File: src/rtl/cod16x4_arb_pkg.sv
// Shared constants and state encoding for the 16-to-4 request encoder/arbiter.
package cod16x4_arb_pkg;
  localparam int N_REQ = 16;
  localparam int IDX_W = 4;

  typedef enum logic {
    ST_IDLE = 1'b0,
    ST_HOLD = 1'b1
  } state_t;
endpackage

File: src/rtl/cod16x4_arb_if.sv
// Request/grant bundle between the requesters, the arbiter and the memory controller.
interface cod16x4_arb_if;
  import cod16x4_arb_pkg::*;

  logic [N_REQ-1:0] req;
  logic [IDX_W-1:0] idx;
  logic             idx_valid;
  logic             idx_ready;
  logic [N_REQ-1:0] grant;
  logic             busy;

  modport master (input req, idx_ready, output idx, idx_valid, grant, busy);
  modport slave  (output req, idx_ready, input idx, idx_valid, grant, busy);
endinterface

File: src/rtl/cod16x4_arb_enc16x4_prio.sv
// Combinational priority encoder: first set request scanning upward from start, wrapping.
module enc16x4_prio
  import cod16x4_arb_pkg::*;
(
  input  logic [N_REQ-1:0] req,
  input  logic [IDX_W-1:0] start,
  output logic [IDX_W-1:0] idx,
  output logic             any
);
  logic [N_REQ-1:0] rot;
  logic [IDX_W-1:0] pos;

  // Rotate so that bit 'start' lands at position 0, then find the lowest set bit.
  always_comb begin
    for (int i = 0; i < N_REQ; i++) begin
      rot[i] = req[i[IDX_W-1:0] + start];
    end
  end

  always_comb begin
    pos = '0;
    for (int i = N_REQ - 1; i >= 0; i--) begin
      if (rot[i]) pos = i[IDX_W-1:0];
    end
  end

  // Adding start back maps the rotated position to the real requester index (mod 16).
  assign idx = pos + start;
  assign any = |req;
endmodule

File: src/rtl/cod16x4_arb.sv
// Registered 16-to-4 arbiter with valid/ready handshake, round-robin or fixed priority.
//   state   | meaning
//   ST_IDLE | no grant outstanding; a nonzero req is encoded and loaded on the next edge
//   ST_HOLD | grant presented; idx/grant frozen until idx_ready is seen
module cod16x4_arb
  import cod16x4_arb_pkg::*;
#(
  parameter bit ROUND_ROBIN = 1'b1
) (
  input  logic           clk,
  input  logic           rst,
  cod16x4_arb_if.master  bus
);
  state_t           state, state_nxt;
  logic [IDX_W-1:0] ptr;
  logic [IDX_W-1:0] idx_q;
  logic [IDX_W-1:0] start;
  logic [IDX_W-1:0] win;
  logic             any;
  logic             load;
  logic             accept;

  assign start = ROUND_ROBIN ? ptr : '0;

  enc16x4_prio u_enc (
    .req   (bus.req),
    .start (start),
    .idx   (win),
    .any   (any)
  );

  always_ff @(posedge clk or posedge rst) begin
    if (rst) begin
      state <= ST_IDLE;
      ptr   <= '0;
      idx_q <= '0;
    end else begin
      state <= state_nxt;
      if (load)   idx_q <= win;
      if (accept) ptr   <= idx_q + IDX_W'(1);
    end
  end

  always_comb begin
    state_nxt = state;
    load      = 1'b0;
    accept    = 1'b0;
    case (state)
      ST_IDLE: begin
        if (any) begin
          load      = 1'b1;
          state_nxt = ST_HOLD;
        end
      end
      ST_HOLD: begin
        if (bus.idx_ready) begin
          accept    = 1'b1;
          state_nxt = ST_IDLE;
        end
      end
      default: state_nxt = ST_IDLE;
    endcase
  end

  assign bus.idx       = idx_q;
  assign bus.idx_valid = (state == ST_HOLD);
  assign bus.busy      = (state == ST_HOLD);
  assign bus.grant     = (state == ST_HOLD) ? (N_REQ'(1) << idx_q) : '0;
endmodule
File: src/flat_wrapper.sv
// flat-port wrapper written by rule: the top's interface ports become plain ports
module cod16x4_arb_flat import cod16x4_arb_pkg::*;
#(
  parameter bit ROUND_ROBIN = 1'b1
)
  (clk, rst, bus_req, bus_idx_ready, bus_idx, bus_idx_valid, bus_grant, bus_busy);
  cod16x4_arb_if bus_i ();
  input  logic clk;
  input  logic rst;
  input wire logic [$bits(bus_i.req)-1:0] bus_req;
  input wire logic [$bits(bus_i.idx_ready)-1:0] bus_idx_ready;
  output wire logic [$bits(bus_i.idx)-1:0] bus_idx;
  output wire logic [$bits(bus_i.idx_valid)-1:0] bus_idx_valid;
  output wire logic [$bits(bus_i.grant)-1:0] bus_grant;
  output wire logic [$bits(bus_i.busy)-1:0] bus_busy;
  assign bus_i.req = bus_req;
  assign bus_i.idx_ready = bus_idx_ready;
  assign bus_idx = bus_i.idx;
  assign bus_idx_valid = bus_i.idx_valid;
  assign bus_grant = bus_i.grant;
  assign bus_busy = bus_i.busy;
  cod16x4_arb #(.ROUND_ROBIN(ROUND_ROBIN)) u_core (.clk(clk), .rst(rst), .bus(bus_i));
endmodule
File: config.mk
export PLATFORM = sky130hd
export DESIGN_NAME = cod16x4_arb_flat
export DESIGN_NICKNAME = d
export VERILOG_FILES = /design/src/rtl/cod16x4_arb_pkg.sv /design/src/rtl/cod16x4_arb_if.sv /design/src/rtl/cod16x4_arb_enc16x4_prio.sv /design/src/rtl/cod16x4_arb.sv /design/src/flat_wrapper.sv
export SDC_FILE = /design/constraint.sdc
export NUM_CORES = 1
export LEC_CHECK = 0
export CAP_MARGIN = 25
export CORE_MARGIN = 3
export CORE_UTILIZATION = 53
export DETAILED_ROUTE_END_ITERATION = 7
export PLACE_DENSITY = 0.83
export SLEW_MARGIN = 20
export SYNTH_ARGS = -nofsm -noshare
export SYNTH_HDL_FRONTEND = slang
export SYNTH_SLANG_ARGS = --single-unit
File: constraint.sdc
create_clock -name clk -period 7.06 [get_ports clk]
set_clock_uncertainty 0.05 [all_clocks]
set_input_delay 1.412 -clock clk [delete_from_list [all_inputs] [get_ports clk]]
set_output_delay 1.412 -clock clk [all_outputs]
set_load 0.02 [all_outputs]
# Yosys cells after proc, flatten, opt, wreduce, memory -nomap -nowiden
# Index checks and enable logic that the tools add are counted.
[totals] input_bits=19 out_inout_bits=22 word_cells=94 ff_bits=9
[classes] reduce_logical=1 magnitude_cmp=16 muxes=55 n_addsub=17 n_shift=1 n_bitwise=1
[op_table] cell="4-bit by 5-bit less-than comparator with 1-bit output (second input constant)" n=16
[op_table] cell="1-bit binary-select mux with 4-bit select" n=16
[op_table] cell="4-bit two-way mux" n=16
[op_table] cell="4-bit adder (first input constant)" n=8
[op_table] cell="1-bit two-way mux" n=21
[op_table] cell="3-bit by 4-bit adder with 4-bit output (first input constant)" n=4
[op_table] cell="16-bit two-way mux" n=1
[op_table] cell="16-bit OR reduction" n=1
[op_table] cell="1-bit by 4-bit left shift with 16-bit output (first input constant)" n=1
[op_table] cell="2-bit by 4-bit adder with 4-bit output (first input constant)" n=2
[op_table] cell="1-bit by 4-bit adder with 4-bit output (first input constant)" n=1
[op_table] cell="4-bit by 1-bit adder with 4-bit output (second input constant)" n=1
[op_table] cell="4-bit adder" n=1
[op_table] cell="1-bit case mux with 2 select lines" n=1
[op_table] cell="1-bit NOT" n=1

# Depth between registers and ports, before layout
[depth] depth_word=20 ltp_mapped=18 mapped_depth_nobuf=15

# By module
# Synthesis repeated with hierarchy kept, for this count alone.
[unflattened] hier_cells=186 area_unflattened_um2=1958.1
[by_module_without_submodules] module="enc16x4_prio" cells_per_inst=121 n_inst=1 area_per_inst_um2=1385.1 seq_area_each_um2=0.0
[by_module_without_submodules] module="cod16x4_arb" cells_per_inst=65 n_inst=1 area_per_inst_um2=573.0 seq_area_each_um2=225.2

# Worst setup path before layout
# OpenSTA, ideal clock, no wires.
[synth_timing] path_kind="input -> register" start="in bus_req[11]" end="reg u_core.idx_q[3] (netlist: u_core.bus.idx[3])" path_buffers=0 arrival_ps=4305 required_ps=6928 path_slack_ps=2623 stages=12 setup_ps=82 path_cell_list="mux4_1 mux4_1 nor2_1 o21ai_0 and4b_1 o31a_1 ha_1 a21o_1 a21oi_1 xnor2_1 or3_1 a31oi_1"
[synth_via] elab_chain_len=19 elab_cells_between_ends=52 cone_classes="1 x add/sub; 50 x mux; 1 x reduce/logical"
[synth_rtl] item="from (decl)" line="flat_wrapper.sv:10" source="input wire logic [$bits(bus_i.req)-1:0] bus_req;"
[synth_rtl] item="1-bit binary-select mux with 4-bit select" line="cod16x4_arb_enc16x4_prio.sv:16" source="rot[i] = req[i[IDX_W-1:0] + start];"
[synth_rtl] item="1-bit two-way mux (implied by the code)" line="cod16x4_arb_enc16x4_prio.sv:16"
[synth_rtl] item="4-bit two-way mux (16 in series)" line="cod16x4_arb_enc16x4_prio.sv:23" source="if (rot[i]) pos = i[IDX_W-1:0];"
[synth_rtl] item="4-bit adder" line="cod16x4_arb_enc16x4_prio.sv:28" source="assign idx = pos + start;"
[synth_rtl] item="to (signal assigned)" line="cod16x4_arb.sv:39" source="if (load) idx_q <= win;"
[synth_rtl] item="to (decl)" line="cod16x4_arb.sv:16" source="logic [IDX_W-1:0] idx_q;"
# Parallel ways exist; a longest one is shown, timed or not. The select of a mux whose other input is x is not followed.
# A chain may end at the register's enable or synchronous reset.

# Final worst setup path
# Same ends and word-level chain as after synthesis.

==> metrics.md <==
| Metric | Value |
|---|---|
| Status | complete, no violations |
| Routed Antenna Nets | 0 |
| Number of synthesized flops with an enable pin | 0 |
| HP Class | reg -> reg |
| FFs w/ async S/R, synth | 100% |
| Routed len/inst | 18.4 µm |
| Switching fraction of total power | 50.6% |
| Max Freq | 0.201 GHz |
| FF-to-FF Start | u_core.ptr[1] |
| Via count | 1693 |
| Yosys warning count | 0 |
| DR iter-0 viols | 96 |
| Worst Setup End Kind | flip-flop |
| Cell variety after synth | 44 |
| # setup viols final | 0 |
| Met2 WL | 2530 µm |
| H-tree Lvls | 1 |
| Synth area leaders | mux4_2 23%, dfrtp_1 12%, ha_1 11% |
| Layout cells sized above 1 | 14.7% |
| Crit share post-route | 70.4% |
| Tmin final | 4.97 ns |
| Largest family of logic cells by synthesized area | multiplexers |
| Pre-CTS setup slack | 1.85 ns |
| Remaining Overflow, GRT | 0 |
| Routed wl met3 | 294 µm |
| Post-synthesis compound-gate area fraction | 8.37% |
| Multi-input logic area | 1540 µm² |
| Post-CTS Setup Repair Bufs | 0 |
| # rows | 20 |
| Worst EP arrival | 5.11 ns |
| RSZ-0062 raised after global routing | no |
| DRC viols | 0 |
| Critical path startpoint | bus_req[11] |
| Sequential power share | 11.7% |
| Die Area | 4280 µm² |
| CTS Sinks | 9 |
| Xor and xnor area share after synthesis | 5.15% |
| Tightest Pin Transition | 0.632 ns |
| Number of synthesized register bits | 9 |
| Gate Count Post-Synth | 183 |
| Initial Util | 58.4% |
| Mean area per synthesized cell | 10.2 µm² |
| CORE AREA | 3200 µm² |
| Psw | 647 µW |
| Largest net degree at the start of global routing | 25 |
| Number of global-route vias before repair | 1635 |
| Util after Layout | 72.3% |
| Num CTS Buffers | 3 |
| Post-Syn Nets | 219 |
| Worst EP required | 7.20 ns |
| First-pass GRT wire length | 7800 µm |
| Int Pwr | 632 µW |
| Syn Std Cell Area | 1870 µm² |
| Power density over the cells | 552 nW/µm² |
| I/O Buffers | 40 |
| Initial antenna violation count | 0 |
| Max FO, Critical Path | 5 |
| Post-synthesis simple-gate area fraction | 16.7% |
| Gate power share | 84.9% |
| Drt pass-1 iters | 4 |
| Filler Cells Inserted | 260 |
| Share of the synthesized area in the top cell type | 22.9% |
| Total Wirelength | 4820 µm |
| Tot GR Track Use | 23.3% |
| Area Growth Syn to Fin | 23.8% |
| Top Metal Used | met4 |
| Final #Nets | 255 |
| Max-Cap Viols | 0 |
| Most used DFF post-synth | dfrtp_1 |
| Final Hold Fails | 0 |
| DRT met1 WL | 1990 µm |
| Die width | 65.4 µm |
| Pins over their slew limit | 0 |
| Setup CP Type | in -> reg |
| TritonCTS clock tree | done |
| Final worst setup slack | 2.09 ns |
| Ant. Diodes | 0 |
| Die height | 65.4 µm |
| Total negative slack | 0 ns |
| Root buffer cell | clkbuf_4 |
| Clk slew on worst S/H paths | 0.07 ns |
| Clock power frac | 3.4% |
| CP Launch Type | primary input |
| Relative slew slack | 57.9% |
| Maximum VDD drop | 0.000260 V |
| Worst-Skew Late Latency | 0.28 ns |
| Mux cell area share after synthesis | 40.2% |
| DP HPWL | 3900 µm |
| Io pins | 41 |
| Routability cong. | 0.997 |
| Part of the Yosys area used for sequential elements | 12.0% |
| Post-Synth Adder-Cell Area | 11.8% |
| Hold path startpoint | u_core.bus.idx[0] |
| Drt via density | 6.46 |
| Bufs on Longest Clock Path | 2 |
| Register area | 225 µm² |
| Yosys top cell by area | mux4_2 |
| Cts hold-fix bufs | 0 |
| PostCTS Resize Cnt | 0 |
| Pleak | 0.000935 µW |
stage by stage:
stage	total power [µW]	std cells	cell area (µm²)	hold slack, ns
after floorplan	971	183	1870	0.620
after global placement	1160	257	2270	0.559
after global routing	1380	262	2310	0.668
after detailed placement	1220	257	2270	0.575
after CTS	1270	261	2300	0.585
final	1280	262	2310	0.600
synthesized netlist by cell type (2+ instances only):
| library cell | instances |
|---|---|
| a21boi_0 | 2 |
| inv_1 | 15 |
| ha_1 | 16 |
| nand2b_1 | 2 |
| nor2b_1 | 2 |
| nor3_1 | 4 |
| nand2_1 | 13 |
| mux4_2 | 19 |
| dfrtp_1 | 9 |
| clkbuf_1 | 4 |
| nor2_1 | 18 |
| a31oi_1 | 2 |
| o21a_1 | 2 |
| a21oi_1 | 4 |
| mux4_1 | 7 |
| and3_1 | 2 |
| mux2_2 | 7 |
| o21bai_1 | 2 |
| xnor2_1 | 7 |
| xor2_1 | 4 |
| mux2i_1 | 6 |
| buf_2 | 3 |
| nor4_1 | 5 |
| o21ai_0 | 7 |
| and3b_1 | 2 |
cells in the final DEF (no fill, tap or decap), drive strengths merged, types with 3 or more instances in the layout:
master          n
a21oi           4
clkbuf          3
clkdlybuf4s50  40
dfrtp           9
ha             16
inv            15
mux2            7
mux2i           6
mux4           26
nand2          13
nor2           18
nor3            4
nor4            6
o21ai           7
xnor2           7
xor2            4
worst paths after layout:
kind,to,slack (ns),cells past startpoint
worst min register to register,u_core.ptr[0],0.60,1
worst max register to register,u_core.bus.idx[3],2.23,13
worst max-delay path,u_core.bus.idx[3],2.09,13
worst min-delay path,u_core.ptr[0],0.60,1
max in group asynchronous,u_core.bus.idx[3],5.34,2
min in group asynchronous,u_core.ptr[0],1.35,2
kinds of logic (layout without fill, tap and decap cells):
| family | count (synthesis) | count (layout) |
|---|---|---|
| buf+inv | 25 | 60 |
| flops | 9 | 9 |
| xor+xnor | 11 | 11 |
| mux | 39 | 39 |
| simple gates | 58 | 58 |
| fa+ha+maj | 17 | 17 |
| compound gates | 24 | 24 |
cell type report:
cell class	instances	share of cell area [%]
multi-input cells	149	66.3
repair buffers	41	17.9
flip-flops and latches	9	9.73
inverters	15	2.43
well taps	44	2.38
clock buffers	3	0.973
clock inverters	1	0.216
state kept, by name, indices dropped and copies added, names as in the netlist:
signal           cells
u_core.bus.idx       4
u_core.bus.busy      1
u_core.ptr           4
worst max-delay path, cell delays in order:
cell and delay (ns):
clkdlybuf4s50_1 0.47, mux4_1 0.59, mux4_1 0.58, nor2_1 0.16
o21ai_0 0.10, and4b_1 0.23, o31a_1 0.29, ha_1 0.28
a21o_1 0.18, a21oi_1 0.16, xnor2_1 0.09, or3_1 0.39
a31oi_1 0.17
power groups by stage:
stage               clock, µW  combinational (µW)  sequential, µW
floorplan                   0                 855             115
global placement            0                1000             157
detailed placement          0                1060             161
CTS                      43.8                1060             161
global route             47.1                1180             155
finish                   43.2                1090             150
per-layer routing:
metal / vias to the layer above / global-route usage, %
met2: 59 / 40.7
met1: 862 / 30.5
met3: 2 / 5.30
met5: - / 0
met4: 0 / 2.85
li1: 770 / -
(Power assumes the default switching activity.)
